**src/rtl/voice_sequencer_if.sv**
```systemverilog
// rtl/voice_sequencer_if.sv - request, status and player handshake bundle for voice_sequencer
interface voice_sequencer_if;
  logic       start;
  logic [7:0] value;
  logic       kind;
  logic       player_busy;
  logic [4:0] clip_code;
  logic       clip_valid;
  logic       busy;
  logic       done;
  logic       timeout_err;

  // Requester/player side: drives the request and the player busy flag
  modport master (
    output start, value, kind, player_busy,
    input  clip_code, clip_valid, busy, done, timeout_err
  );

  // Sequencer side
  modport slave (
    input  start, value, kind, player_busy,
    output clip_code, clip_valid, busy, done, timeout_err
  );
endinterface

```
**src/rtl/voice_sequencer.sv**
```systemverilog
// rtl/voice_sequencer.sv - splits a reading into digits and plays the matching voice clips
module voice_sequencer #(
  parameter int unsigned ACK_TIMEOUT  = 1000,
  parameter int unsigned DONE_TIMEOUT = 2000000
) (
  input  logic             clk,
  input  logic             rst_n,
  voice_sequencer_if.slave bus
);
  localparam int unsigned MAX_TO = (ACK_TIMEOUT > DONE_TIMEOUT) ? ACK_TIMEOUT : DONE_TIMEOUT;
  localparam int unsigned TW     = ($clog2(MAX_TO + 1) > 21) ? $clog2(MAX_TO + 1) : 21;
  localparam logic [TW-1:0] ACK_LIMIT  = TW'(ACK_TIMEOUT - 1);
  localparam logic [TW-1:0] DONE_LIMIT = TW'(DONE_TIMEOUT - 1);

  localparam logic [4:0] C_PRE_HR  = 5'b00001;
  localparam logic [4:0] C_PRE_SP  = 5'b00010;
  localparam logic [4:0] C_HUNDRED = 5'b00011;
  localparam logic [4:0] C_SUF_HR  = 5'b00100;
  localparam logic [4:0] C_SUF_SP  = 5'b00110;
  localparam logic [4:0] C_ZERO    = 5'b11110;

  typedef enum logic [2:0] {IDLE, CONV, SELECT, ISSUE, WAIT_ACK, WAIT_DONE, FINISH} state_t;

  // Unit clips count down from ZERO (11110); tens clips count down from ten (10100)
  function automatic logic [4:0] unit_code(input logic [3:0] d);
    return 5'd30 - 5'(d);
  endfunction

  function automatic logic [4:0] tens_code(input logic [3:0] d);
    return 5'd21 - 5'(d);
  endfunction

  state_t        state_q, state_d;
  logic          kind_q, kind_d;
  logic [7:0]    rem_q, rem_d;
  logic [1:0]    h_q, h_d;
  logic [3:0]    t_q, t_d;
  logic [3:0]    u_q, u_d;
  logic [2:0]    step_q, step_d;
  logic [TW-1:0] tmr_q, tmr_d;
  logic [4:0]    clip_code_q, clip_code_d;
  logic          clip_valid_q, clip_valid_d;
  logic          busy_q, busy_d;
  logic          done_q, done_d;
  logic          terr_q, terr_d;

  // Clip slots: prefix, hundreds digit, HUNDRED, tens/ZERO, units, suffix
  logic [5:0] clip_ok;
  logic [4:0] clip_tbl [0:5];
  logic       sel_found;
  logic [2:0] sel_idx;
  logic [4:0] sel_code;

  // Build the clip slot table and find the first present slot at or after step_q
  always_comb begin
    clip_ok     = '0;
    clip_ok[0]  = 1'b1;
    clip_ok[1]  = (h_q != 2'd0);
    clip_ok[2]  = (h_q != 2'd0);
    clip_ok[3]  = (t_q != 4'd0) || ((h_q != 2'd0) && (u_q != 4'd0));
    clip_ok[4]  = (u_q != 4'd0) || ((h_q == 2'd0) && (t_q == 4'd0));
    clip_ok[5]  = 1'b1;
    clip_tbl[0] = kind_q ? C_PRE_SP : C_PRE_HR;
    clip_tbl[1] = unit_code({2'b00, h_q});
    clip_tbl[2] = C_HUNDRED;
    clip_tbl[3] = (t_q != 4'd0) ? tens_code(t_q) : C_ZERO;
    clip_tbl[4] = unit_code(u_q);
    clip_tbl[5] = kind_q ? C_SUF_SP : C_SUF_HR;
    sel_found   = 1'b0;
    sel_idx     = 3'd0;
    sel_code    = 5'd0;
    for (int i = 5; i >= 0; i--) begin
      if (clip_ok[i] && (3'(i) >= step_q)) begin
        sel_found = 1'b1;
        sel_idx   = 3'(i);
        sel_code  = clip_tbl[i];
      end
    end
  end

  // Sequencer next-state and registered-output logic
  always_comb begin
    state_d      = state_q;
    kind_d       = kind_q;
    rem_d        = rem_q;
    h_d          = h_q;
    t_d          = t_q;
    u_d          = u_q;
    step_d       = step_q;
    clip_code_d  = clip_code_q;
    clip_valid_d = 1'b0;
    busy_d       = busy_q;
    done_d       = 1'b0;
    terr_d       = terr_q;
    tmr_d        = (&tmr_q) ? tmr_q : tmr_q + 1'b1;

    unique case (state_q)
      IDLE: begin
        if (bus.start) begin
          kind_d  = bus.kind;
          rem_d   = bus.value;
          h_d     = 2'd0;
          t_d     = 4'd0;
          u_d     = 4'd0;
          step_d  = 3'd0;
          busy_d  = 1'b1;
          terr_d  = 1'b0;
          state_d = CONV;
        end
      end
      CONV: begin
        if (rem_q >= 8'd100) begin
          rem_d = rem_q - 8'd100;
          h_d   = h_q + 2'd1;
        end else if (rem_q >= 8'd10) begin
          rem_d = rem_q - 8'd10;
          t_d   = t_q + 4'd1;
        end else begin
          u_d     = rem_q[3:0];
          state_d = SELECT;
        end
      end
      SELECT: begin
        if (!sel_found) begin
          done_d  = 1'b1;
          busy_d  = 1'b0;
          state_d = FINISH;
        end else if (!bus.player_busy) begin
          clip_code_d  = sel_code;
          clip_valid_d = 1'b1;
          step_d       = sel_idx + 3'd1;
          state_d      = ISSUE;
        end
      end
      ISSUE: state_d = WAIT_ACK;
      WAIT_ACK: begin
        if (bus.player_busy) begin
          state_d = WAIT_DONE;
        end else if (tmr_q >= ACK_LIMIT) begin
          terr_d  = 1'b1;
          state_d = SELECT;
        end
      end
      WAIT_DONE: begin
        if (!bus.player_busy) begin
          state_d = SELECT;
        end else if (tmr_q >= DONE_LIMIT) begin
          terr_d  = 1'b1;
          state_d = SELECT;
        end
      end
      FINISH:  state_d = IDLE;
      default: state_d = IDLE;
    endcase

    if (state_d != state_q) tmr_d = '0;
  end

  // State and output registers with asynchronous clear
  always_ff @(posedge clk or negedge rst_n) begin
    if (!rst_n) begin
      state_q      <= IDLE;
      kind_q       <= 1'b0;
      rem_q        <= 8'd0;
      h_q          <= 2'd0;
      t_q          <= 4'd0;
      u_q          <= 4'd0;
      step_q       <= 3'd0;
      tmr_q        <= '0;
      clip_code_q  <= 5'd0;
      clip_valid_q <= 1'b0;
      busy_q       <= 1'b0;
      done_q       <= 1'b0;
      terr_q       <= 1'b0;
    end else begin
      state_q      <= state_d;
      kind_q       <= kind_d;
      rem_q        <= rem_d;
      h_q          <= h_d;
      t_q          <= t_d;
      u_q          <= u_d;
      step_q       <= step_d;
      tmr_q        <= tmr_d;
      clip_code_q  <= clip_code_d;
      clip_valid_q <= clip_valid_d;
      busy_q       <= busy_d;
      done_q       <= done_d;
      terr_q       <= terr_d;
    end
  end

  assign bus.clip_code   = clip_code_q;
  assign bus.clip_valid  = clip_valid_q;
  assign bus.busy        = busy_q;
  assign bus.done        = done_q;
  assign bus.timeout_err = terr_q;
endmodule

```
**src/flat_wrapper.sv**
```systemverilog
// flat-port wrapper written by rule: the top's interface ports become plain ports
module voice_sequencer_flat 
#(
  parameter int unsigned ACK_TIMEOUT  = 1000,
  parameter int unsigned DONE_TIMEOUT = 2000000
)
  (clk, rst_n, bus_start, bus_value, bus_kind, bus_player_busy, bus_clip_code, bus_clip_valid, bus_busy, bus_done, bus_timeout_err);
  voice_sequencer_if bus_i ();
  input  logic clk;
  input  logic rst_n;
  input wire logic [$bits(bus_i.start)-1:0] bus_start;
  input wire logic [$bits(bus_i.value)-1:0] bus_value;
  input wire logic [$bits(bus_i.kind)-1:0] bus_kind;
  input wire logic [$bits(bus_i.player_busy)-1:0] bus_player_busy;
  output wire logic [$bits(bus_i.clip_code)-1:0] bus_clip_code;
  output wire logic [$bits(bus_i.clip_valid)-1:0] bus_clip_valid;
  output wire logic [$bits(bus_i.busy)-1:0] bus_busy;
  output wire logic [$bits(bus_i.done)-1:0] bus_done;
  output wire logic [$bits(bus_i.timeout_err)-1:0] bus_timeout_err;
  assign bus_i.start = bus_start;
  assign bus_i.value = bus_value;
  assign bus_i.kind = bus_kind;
  assign bus_i.player_busy = bus_player_busy;
  assign bus_clip_code = bus_i.clip_code;
  assign bus_clip_valid = bus_i.clip_valid;
  assign bus_busy = bus_i.busy;
  assign bus_done = bus_i.done;
  assign bus_timeout_err = bus_i.timeout_err;
  voice_sequencer #(.ACK_TIMEOUT(ACK_TIMEOUT), .DONE_TIMEOUT(DONE_TIMEOUT)) u_core (.clk(clk), .rst_n(rst_n), .bus(bus_i));
endmodule
```
**config.mk**
```make
export PLATFORM = sky130hd
export DESIGN_NAME = voice_sequencer_flat
export DESIGN_NICKNAME = d
export VERILOG_FILES = /design/src/rtl/voice_sequencer_if.sv /design/src/rtl/voice_sequencer.sv /design/src/flat_wrapper.sv
export SDC_FILE = /design/constraint.sdc
export NUM_CORES = 1
export LEC_CHECK = 0
export CORE_ASPECT_RATIO = 0.5
export CORE_MARGIN = 2
export CORE_UTILIZATION = 34
export CTS_CLUSTER_SIZE = 12
export DETAILED_ROUTE_END_ITERATION = 8
export DONT_BUFFER_PORTS = 1
export GPL_TIMING_DRIVEN = 0
export PLACE_DENSITY = 0.59
export SYNTH_ARGS = -nofsm -noshare
export SYNTH_HDL_FRONTEND = slang
export SYNTH_SLANG_ARGS = --single-unit
```
**constraint.sdc**
```tcl
create_clock -name clk -period 6.7 [get_ports clk]
set_input_delay 0.67 -clock clk [delete_from_list [all_inputs] [get_ports clk]]
set_output_delay 0.67 -clock clk [all_outputs]
set_load 0.005 [all_outputs]
```
[Yosys cells after proc, flatten, opt, wreduce, memory -nomap -nowiden]
Cells that the tools add are included.
Widths: inputs -> output; s select.
Cells by class
  add/sub/neg operators: 9
  multiplexer cells: 65
  bitwise gates (word level): 1
  reduce and logical (&&, ||, !) cells: 27
  order comparisons: 10
  equality and inequality tests: 20
  shifts and indexed selects: 0
  divide/modulo/power cells: 0
  $mul: 0
Operators by type and width (number)
  $mux 3: 18
  $mux 21: 2
  $mux 5: 7
  $mux 8: 3
  $add 21x1->21 const B: 1
  $ge 21x10->1 const B: 1
  $ge 21x21->1 const B: 1
  $reduce_and 21->1: 1
  $mux 4: 5
  $mux 1: 18
  $pmux 3 s6: 1
  $ne 2x2->1 const B: 8
  $pmux 4 s2: 2
  $pmux 8 s2: 1
  $reduce_and 3->1: 4
  $reduce_and 4->1: 3
  $ne 2x1->1 const B: 5
  $sub 5x4->5 const A: 2
  $ge 8x4->1 const B: 1
  $ge 8x7->1 const B: 1
  $mux 2: 4
  $reduce_bool 4->1: 2
  $sub 8x4->8 const B: 1
  $sub 8x7->8 const B: 1
  26 further kinds: 39
Storage, ports and cells
  memories kept: 0
  output and inout bits: 9
  memory bits (writable): 0
  logic and storage cells: 145
  latch bits: 0
  input bits: 13
  flip-flop bits (word level): 55
  bits in read-only memories: 0

[Logic depth before layout (Yosys ltp)]
  depth after elaboration: 13
  mapped depth: 9
  mapped depth without buffers: 9

[Worst setup path after synthesis]
OpenSTA, ideal clock, no wires.
  path kind: reg2reg
  from: register u_core.rem_q[2]
  to: register u_core.tmr_q[3]
  arrival time: 2175 ps
  path buffers: 1
  cell stages (with the launch flop): 10
  library setup time: 119 ps
  clock period less this slack: 2294 ps
  setup slack: 4406 ps
  data required time: 6581 ps
  cells stage by stage: dfrtp_1 > inv_1 > ha_1 > a2111o_1 > o41ai_1 > o21a_1 > o21ai_0 > o2111ai_2 > buf_4 > nor2_1
On the way
  word-level cells in the longest chain between the ends: 6
  elaborated cells on any way between the ends: 8
  classes of those cells: order compare: 2; eq/ne: 2; mux: 4
RTL lines
  start: declaration: line voice_sequencer.sv:35  | logic [7:0] rem_q, rem_d;
  start signal: assignment: line voice_sequencer.sv:178  | rem_q <= rem_d;
  $ge 8x4->1: line voice_sequencer.sv:115  | end else if (rem_q >= 8'd10) begin
  $mux 3: line voice_sequencer.sv:115
  $mux 3 (*): line voice_sequencer.sv:112  | if (rem_q >= 8'd100) begin
  $pmux 3 s6 (*): line voice_sequencer.sv:97  | unique case (state_q)
  $ne 3x3->1 (*): line voice_sequencer.sv:156  | if (state_d != state_q) tmr_d = '0;
  $ne 2x2->1 (no source line) or $mux 21 (tied branches)
  end signal: assignment: line voice_sequencer.sv:183  | tmr_q <= tmr_d;
  end: declaration: line voice_sequencer.sv:40  | logic [TW-1:0] tmr_q, tmr_d;
Every way passes the cells marked *; elsewhere a longest branch is shown, timed or not.
A chain may end at the register's enable or synchronous reset.

[Final worst setup path]
  from: register u_core.rem_q[2]
  to: register u_core.tmr_q[0]
The elaborated chain is that of the path after synthesis.

==> metrics.csv <==
stage,metric,value,unit
run_status,outcome,"complete, no violations",
cts,postCtsSetupRepairBufs,0,
timing,period_minus_slack,2.762,ns
synthesis,asyncSetResetFlopFracSynth,100.0,%
timing,rsz0062_at_grt,false,
floorplanning,initial_core_utilization,35.66,%
global_routing,first_global_vias,2609,
place,final_estimated_routing_congestion_in_global_placement,0.8511,
place,dpl.hpwl,5.581,mm
cts,clock_tree.buffer_depth,2,
timing,timing.setup.tns,0,ns
cts,path_clk_slew,0.07,ns
timing,setup_viol_count_final,0,
global_routing,grt_pass1_wl,13.15,mm
synthesis,seq_area_frac_synth,40.06,%
route,vias,2785,
pwr,leakage,0.001636,uW
synthesis,synthesized_nets,416,
pwr,power_frac_seq,33.1,%
route,remaining_drc_errors,0,
floorplanning,floorplan.die.width,146.2,um
cts,clkSinkCount,55,
timing,clock-skew-final,0.004243,ns
cts,cts.htree.levels,2,
pwr,power.clock.fraction,16.9,%
cts,postCtsHoldBufs,0,
worst_setup_path,critical_path_peak_fanout,10,
synthesis,synth_commonest_cells,"sky130_fd_sc_hd__dfrtp_1, sky130_fd_sc_hd__nor2_1, sky130_fd_sc_hd__nand2_1, sky130_fd_sc_hd__o21ai_0",
global_routing,grt_max_degree,56,
worst_setup_path,path_class,register to register,
pwr,post-layout-total-power,1561,uW
timing,layout_worst_path_cycle_share,41.23,%
pwr,netSwitchingFraction,44.28,%
route,drt_first_pass_iters,4,
timing,timing.final.hold_violations,0,
pwr,cell_internal_pwr,869.6,uW
synthesis,postSynthAreaPerCell,8.878,um2
route,drt_first_iter_violations,218,
floorplanning,die_height,75.08,um
place,place.port_buffers,0,
worst_setup_path,timing.critical_path.slowest_stage_cell,sky130_fd_sc_hd__o41ai_1,
timing,max_freq,0.3620,GHz
synthesis,post_synth_num_cell_types,64,
route,totalWireLength,7.749,mm
pwr,comb_power_share,50.0,%
worst_setup_path,cp_cell_sequence,inv_1 > ha_1 > a2111o_1 > o41ai_1 > o21a_1 > o21ai_0 > o2111ai_2 > buf_4 > nor2_1,
route,drt.antenna.violating_nets,0,
worst_setup_path,critical_path.startpoint_type,register,
synthesis,synth_most_common_cell,sky130_fd_sc_hd__dfrtp_1,
timing,timing.final.max_slew_violations,0,
global_routing,grtUsageTotal,15.02,%
synthesis,synth_area,3436,um2
cells_and_area,antenna_cells_inserted,0,
floorplanning,std_cell_rows,25,
synthesis,synth_top_area_share,40.06,%
min_path,min_path_type,input port to asynchronous set/reset pin,
worst_setup_path,critPathMaxStageDelay,0.63,ns
worst_setup_path,worstSetupEndpointType,register,
route,routed_via_density,5.265,
run,cap_violations,0,
synthesis,postSynthCellCount,387,
cts,clock_latency,0.29,ns
floorplanning,die_footprint,10970,um2
global_routing,grt.overflow.total,0,
cells_and_area,drive_gt1_share,5.584,%
synthesis,synth-main-ff-cell,sky130_fd_sc_hd__dfrtp_1,
cells_and_area,design.final.nets,423,
cts,cts_tree,done,
floorplanning,floorplan.io_pins,22,
cells_and_area,syn_to_final_growth,9.104,%
synthesis,synth_area_leader_cell,sky130_fd_sc_hd__dfrtp_1,
synthesis,synth_edf_count,0,
pwr,power-per-cell-area,416.3,nW/um2
place,dpl-instance-area,3605,um2
timing,worst_slew_pin_slew,0.8629,ns
worst_setup_path,critical_path_rt,6.89,ns
cts,cts_buf_count,5,
pwr,vdd_ir_drop_max,0.1264,mV
cells_and_area,layout.cell_area.non_filler,3749,um2
cts,library_cell_used_as_clock_root_buffer,sky130_fd_sc_hd__clkbuf_16,
synthesis,synth_seq_cells,55,
synthesis,ys_top_cells_by_area,"sky130_fd_sc_hd__dfrtp_1, sky130_fd_sc_hd__ha_1, sky130_fd_sc_hd__nor2_1",
route,detail_route.wl_per_cell,14.65,um
floorplanning,floorplan.core_area,9634,um2
global_routing,grt_antenna_before_repair,0,
cts,cts_repair_resize_count,0,
timing,maxSlewHeadroom,41.95,%
pwr,switching_power,691.1,uW
timing,postLayoutSetupSlackWorst,3.938,ns
place,pre_cts_ws,3.933,ns
synthesis,ys.warnings.count,0,
worst_setup_path,arrival,2.95,ns
[registers in the layout (all words and copies together) (netlist names)]
name / count
u_core.t_q: 4
u_core.bus.timeout_err: 1
u_core.rem_q: 8
u_core.tmr_q: 21
u_core.step_q: 3
u_core.bus.done: 1
u_core.kind_q: 1
u_core.bus.clip_code: 5
u_core.h_q: 2
u_core.u_q: 4
u_core.bus.clip_valid: 1
u_core.state_q: 3
u_core.bus.busy: 1
[critical path: cells and delay by family, from the launching register on]
kind                       cells  cell delay (ns)
AOI/OAI and AO/OA              5             1.51
adders and majority gates      1             0.23
buffers and inverters          2             0.38
DFF                            1             0.45
and+or+nand+nor                1             0.07
[power by group through the flow]
stage	Combinational (uW)	Clock [uW]	Sequential [uW]
2_1_floorplan	611	0	493
5_1_grt	886	288	532
3_3_place_gp	771	0	520
6_report	780	264	516
4_1_cts	780	274	515
3_5_place_dp	778	0	521
[cell type report]
| type | instances | area [um2] |
|---|---|---|
| multi-input combinational | 297 | 1917 |
| tap | 135 | 168.9 |
| fill | 1011 | 5886 |
| buffer | 14 | 63.81 |
| sequential | 55 | 1376 |
| clock buffer | 6 | 138.9 |
| inverter | 21 | 78.83 |
| clock inverter | 1 | 5.005 |
[through the flow]
stage | hold WS (ns) | utilization (%) | std cells
floorplan | 0.3744 | - | 387
global placement | 0.3777 | 37.42 | 522
detailed placement | 0.3774 | 37.42 | 522
CTS | 0.05597 | 38.91 | 529
global route | 0.04656 | 38.91 | 529
finish | 0.06696 | 38.91 | 529
[worst paths after layout]
| kind | startpoint | slack [ns] | cells after the start | endpoint |
|---|---|---|---|---|
| worst min register to register | u_core.bus.clip_code[3] | 0.53 | 1 | u_core.bus.clip_code[3] |
| worst max-delay path | u_core.rem_q[2] | 3.94 | 9 | u_core.tmr_q[0] |
| min in group clk | bus_kind | 0.48 | 2 | u_core.kind_q |
| max in group asynchronous | rst_n | 6.53 | 0 | u_core.bus.timeout_err |
| worst min-delay path | rst_n | 0.07 | 0 | u_core.tmr_q[13] |
| worst max register to register | u_core.rem_q[2] | 3.94 | 9 | u_core.tmr_q[0] |
[per-layer routing]
layer  routed length (um)  vias up  GRT usage (%)
met4                   77        0          4.423
met5                    0        -              0
met1                 3969     1317          20.67
met3                  259        8          2.970
met2                 3443       41          24.53
li1                     -     1419              -
[cell families after synthesis]
group | share of synthesized area (%)
buffers and inverters | 4.152
DFF | 40.06
AOI/OAI and AO/OA | 19.85
xor gates and xnor gates | 5.863
adders and majority gates | 5.827
and+or+nand+nor | 23.63
muxes | 0.6191
[cell usage in the layout (no fill, tap or decap), types with 2 or more instances in the layout]
master and instances:
sky130_fd_sc_hd__a2111oi_0 2, sky130_fd_sc_hd__a211oi_1 4, sky130_fd_sc_hd__a21o_1 2, sky130_fd_sc_hd__a21oi_1 14
sky130_fd_sc_hd__a22o_1 3, sky130_fd_sc_hd__a2bb2oi_1 2, sky130_fd_sc_hd__a31oi_1 4, sky130_fd_sc_hd__a41oi_1 2
sky130_fd_sc_hd__and2_1 3, sky130_fd_sc_hd__and3_1 6, sky130_fd_sc_hd__and3b_1 2, sky130_fd_sc_hd__and4_1 2
sky130_fd_sc_hd__clkbuf_1 11, sky130_fd_sc_hd__clkbuf_16 5, sky130_fd_sc_hd__dfrtp_1 55, sky130_fd_sc_hd__ha_1 16
sky130_fd_sc_hd__inv_1 21, sky130_fd_sc_hd__nand2_1 34, sky130_fd_sc_hd__nand2b_1 2, sky130_fd_sc_hd__nand3_1 21
sky130_fd_sc_hd__nand4_1 7, sky130_fd_sc_hd__nor2_1 43, sky130_fd_sc_hd__nor2b_1 4, sky130_fd_sc_hd__nor3_1 10
sky130_fd_sc_hd__nor3b_1 4, sky130_fd_sc_hd__nor4_1 4, sky130_fd_sc_hd__nor4bb_1 3, sky130_fd_sc_hd__o211ai_1 2
sky130_fd_sc_hd__o21a_1 2, sky130_fd_sc_hd__o21ai_0 31, sky130_fd_sc_hd__o221ai_1 3, sky130_fd_sc_hd__o22ai_1 4
sky130_fd_sc_hd__o31ai_1 2, sky130_fd_sc_hd__or2_2 4, sky130_fd_sc_hd__or3_1 7, sky130_fd_sc_hd__xnor2_1 8
sky130_fd_sc_hd__xor2_1 15
(Power assumes the default switching activity.)
==> RTL edit 1: new RTL, same flow settings <==
Encoding of `state_t`: now one-hot (7 bits for 7 states).
--- a/src/rtl/voice_sequencer.sv
+++ b/src/rtl/voice_sequencer.sv
@@ -21,3 +21,3 @@
 
-  typedef enum logic [2:0] {IDLE, CONV, SELECT, ISSUE, WAIT_ACK, WAIT_DONE, FINISH} state_t;
+  typedef enum logic [6:0] {IDLE = 7'b0000001, CONV = 7'b0000010, SELECT = 7'b0000100, ISSUE = 7'b0001000, WAIT_ACK = 7'b0010000, WAIT_DONE = 7'b0100000, FINISH = 7'b1000000} state_t;
 
Check against the original RTL: no difference found for any inputs over 10 cycles, from zero or initial values and one cycle with rst_n low; not proved beyond that.
==> RTL edit 1 against the unedited design <==
Count of clock-buffer cells in the layout increased by 5. Design area increased by 17%. Non-clock buffer count increased by 11. Utilization increased by 0.84 points. Die area increased by 12%. Wire length increased by 19%. Synthesized area increased by 12%. Global-route usage increased by 1.2 points. Critical endpoint is now u_core.step_q[2]. Power increased by 5.0%. Largest cell class unchanged. Worst hold slack got worse by 0.030 ns. Setup slack got worse by 0.042 ns. Clock power increased by 100%. Sequential cell count increased by 4.
==> RTL edit 1: results <==
run_status:
  status: "finished clean"
worst_setup_path:
  regToRegSetupSlack_ns: 3.90
  end_kind: "flop"
  reg2reg_to: "u_core.step_q[2]"
  crit_path_max_fanout: 9
  crit_path_max_incr_delay_ns: 0.59
  cp.arrival_ns: 3.08
  slowest_stage: "nor4bb_1"
  critPathTopFamily: "simple AND/OR/NAND/NOR gates"
  crit_start: "u_core.h_q[0]"
global_routing:
  grt_pass1_wl_mm: 15.8
  grt_pass1_vias: 3132
  grt_max_degree: 60
  grtUsageTotal_pct: 16.2
cells_and_area:
  nets: 475
  drive_above_1_share_pct: 8.43
timing:
  final.setup_skew_ns: 0.00662
  hold_ws_ns: 0.0370
  fin_crit_ns: 2.80
  tightest_slew_ns: 0.707
drt:
  drt_iter0_drc: 242
  first_pass_iters: 4
  wl_per_cell_um: 15.4
  finalWirelength_mm: 9.20
  vias_per_cell: 5.52
synthesis:
  synth-xor-area-share_pct: 4.77
  ys_types: 70
  seq_area_frac_synth_pct: 38.3
  synth_area_leaders: "dfrtp_1 38%, a21oi_1 5.2%, ha_1 5.2%"
  yosys-top-cells-count: "58 x dfrtp_1, 42 x nand2_1, 40 x a21oi_1, 24 x nor2_1, 18 x clkbuf_1"
  synth_compound_area_share_pct: 22.1
  synthMuxAreaShare_pct: 1.46
  syn_nets: 464
  syn_inst: 435
  synthAdderAreaFrac_pct: 5.19
power:
  ir_drop_mv: 0.110
  p_leak_uw: 0.00182
cts:
  clkLatencyLatePin_ns: 0.33
  h-tree-depth: 3
  cts_buffers: 9
place:
  place.gp.congestion: 0.862
  placed_area_um2: 4040
  portBuffers: 0
  hpwl_mm: 6.51
  placedCellCount: 580
[RTL edit 1: cell count changes after synthesis, sizes merged, moves of 4 or more]
cell	change
buf	+4
nor4	+5
nor2	-19
clkbuf	+7
xor2	-9
a211oi	+9
a21oi	+26
nand2	+9
o21ai	-10
xnor2	+7
nand3	-7
[RTL edit 1: area by class of cell]
class | instances | area [um^2]
fill | 1115 | 6640
multi-input combinational | 332 | 2190
sequential | 59 | 1480
clock buffer | 11 | 243
tap | 145 | 181
buffer | 25 | 114
clock inverter | 5 | 100
inverter | 19 | 71.3
[RTL edit 1: routing by layer]
metal	track usage (%)	up-vias	part of all wire (%)	routed length [um]
met5	0	-	0	0
met4	5.37	0	1.7	157
met3	4.37	15	3.3	307
met2	25.0	48	45	4110
met1	22.1	1588	50	4620
li1	-	1639	-	-
[RTL edit 1: power breakdown]
part           switching (uW)  internal, uW  leakage, uW
registers                62.0           412     0.000793
clock network             167           372     0.000169
logic                     382           244     0.000853
==> RTL edit 2: new RTL, same settings <==
Without the edit above. `DONE_TIMEOUT` is set to 2000000 in 2 places; all go to 4000000.
--- a/src/rtl/voice_sequencer.sv
+++ b/src/rtl/voice_sequencer.sv
@@ -3,3 +3,3 @@
   parameter int unsigned ACK_TIMEOUT  = 1000,
-  parameter int unsigned DONE_TIMEOUT = 2000000
+  parameter int unsigned DONE_TIMEOUT = 4000000
 ) (
--- a/src/flat_wrapper.sv
+++ b/src/flat_wrapper.sv
@@ -4,3 +4,3 @@
   parameter int unsigned ACK_TIMEOUT  = 1000,
-  parameter int unsigned DONE_TIMEOUT = 2000000
+  parameter int unsigned DONE_TIMEOUT = 4000000
 )
Check against the original RTL: same outputs for any inputs over 10 cycles, from zero or initial values and one cycle with rst_n low; that may be too few to reach the edited logic, so the function may still have changed.
==> RTL edit 2 against the unedited design <==
Non-clock buffer count rose by 6. Count of clock-buffer cells in the layout unchanged. Critical path type unchanged. Utilization is 0.50 points lower. Cell count rose by 5.1%. Power increased by 5.5%. Critical endpoint is now u_core.tmr_q[17]. Design area increased by 5.0%. Clock power up 13%. Sequential cell count grew 1. Setup slack worse by 0.38 ns. Die area rose by 4.5%. Synthesized area is 4.7% higher. Wire length is 3.8% higher. Highest routed layer unchanged.
==> RTL edit 2: results <==
synthesis:
  syn_nets: 437
  yosys-top-cells-count: "56 x dfrtp_1, 52 x nor2_1, 32 x nand2_1, 28 x nand3_1, 20 x o21ai_0"
  syn_inst: 408
  ys_types: 66
  seq_area_frac_synth_pct: 39.0
  synth_area_leaders: "dfrtp_1 39%, ha_1 5.6%, nor2_1 5.4%"
timing:
  final.setup_skew_ns: 0.00858
  tightest_slew_ns: 0.851
cells_and_area:
  drive_above_1_share_pct: 6.97
  diodes: 0
  largest_reg_flops: 22
  stdcell_count: 556
global_routing:
  antenna_found_initial: 0
  grtUsageTotal_pct: 15.0
  grt_max_degree: 57
  grt_pass1_wl_mm: 14.2
  grt_pass1_vias: 2920
run_status:
  status: "finished clean"
worst_setup_path:
  reg2reg_to: "u_core.tmr_q[17]"
  rr_startpoint: "u_core.rem_q[2]"
  cp.arrival_ns: 3.33
  crit_path_max_incr_delay_ns: 0.77
  slowest_stage: "a2111oi_0"
  worstSetupPathType: "reg2reg"
  crit_path_max_fanout: 10
  regToRegSetupSlack_ns: 3.56
cts:
  cts_buffers: 5
  clock_path_buffers: 2
  h-tree-depth: 2
  clkLatencyLatePin_ns: 0.30
  cts_resized: 0
  clock-root-buffer: "clkbuf_16"
drt:
  drt_iter0_drc: 167
  wl_per_cell_um: 14.5
  vias: 2964
  first_pass_iters: 4
place:
  placedCellCount: 548
  portBuffers: 0
  place.gp.congestion: 0.816
  hpwl_mm: 5.84
  pre_cts_ws_ns: 3.58
power:
  ir_drop_mv: 0.156
  p_leak_uw: 0.00165
[RTL edit 2: cell count changes after synthesis, sizes merged, moves of 4 or more]
cell / unedited run / this run
o21ai: 31 / 20
nor2: 43 / 53
nand3: 21 / 28
nand4: 7 / 12
a31oi: 4 / 8
buf: 3 / 7
o221ai: 4 / 0
o22a: 0 / 4
[RTL edit 2: layout make-up]
cell class,count,area (um^2)
Multi-Input combinational cell,313,2010
Tap cell,140,175
Clock buffer,6,129
Buffer,20,111
Fill cell,1061,6310
Inverter,19,71.3
Clock inverter,2,35.0
Sequential cell,56,1400
[RTL edit 2: report_power, final]
part / switching [uW] / leakage [uW] / total [uW] / internal [uW]
Combinational: 500 / 0.000827 / 831 / 331
Clock: 122 / 0.0000808 / 298 / 176
Sequential: 91.3 / 0.000741 / 517 / 426
Total: 713 / 0.00165 / 1650 / 933
[RTL edit 2: kinds of logic (layout without fill, tap and decap cells)]
logic type / Yosys count / after routing / synth area share (%)
buffers and inverters: 39 / 47 / 5.08
flip-flops: 56 / 56 / 39.0
XOR/XNOR: 24 / 24 / 5.84
adder cells (fa/ha/maj): 16 / 16 / 5.57
AND/OR/NAND/NOR: 181 / 181 / 25.3
multiplexers: 4 / 4 / 1.11
AO/OA/AOI/OAI: 88 / 88 / 18.1
[RTL edit 2: worst max-delay path: cells and delay by family (launching register included)]
family,cells,cell delay [ns]
compound gates,4,1.42
simple gates,2,0.60
buf+inv,2,0.34
flops,1,0.45
fa+ha+maj,1,0.24
[RTL edit 2: how the worst max path moves through the flow]
stage,cells after the start,slack [ns],endpoint
2_1_floorplan,9,4.14,u_core.tmr_q[16]
3_3_place_gp,9,3.49,u_core.tmr_q[3]
3_5_place_dp,9,3.58,u_core.tmr_q[3]
4_1_cts,9,3.53,u_core.tmr_q[19]
5_1_grt,9,3.14,u_core.tmr_q[19]
6_report,9,3.56,u_core.tmr_q[17]
[RTL edit 2: routing by layer]
| metal | up-vias | wire (um) | GRT usage [%] |
|---|---|---|---|
| met5 | - | 0 | 0 |
| li1 | 1493 | - | - |
| met3 | 5 | 223 | 3.33 |
| met2 | 35 | 3520 | 23.5 |
| met1 | 1431 | 4260 | 21.4 |
| met4 | 0 | 34 | 2.76 |
[RTL edit 2: stage by stage]
stage | hold WS, ns | instance area [um^2]
4_1_cts | 0.0544 | 3940
5_1_grt | 0.0450 | 3940
6_report | 0.0632 | 3940
3_3_place_gp | 0.377 | 3770
2_1_floorplan | 0.374 | 3600
3_5_place_dp | 0.377 | 3770
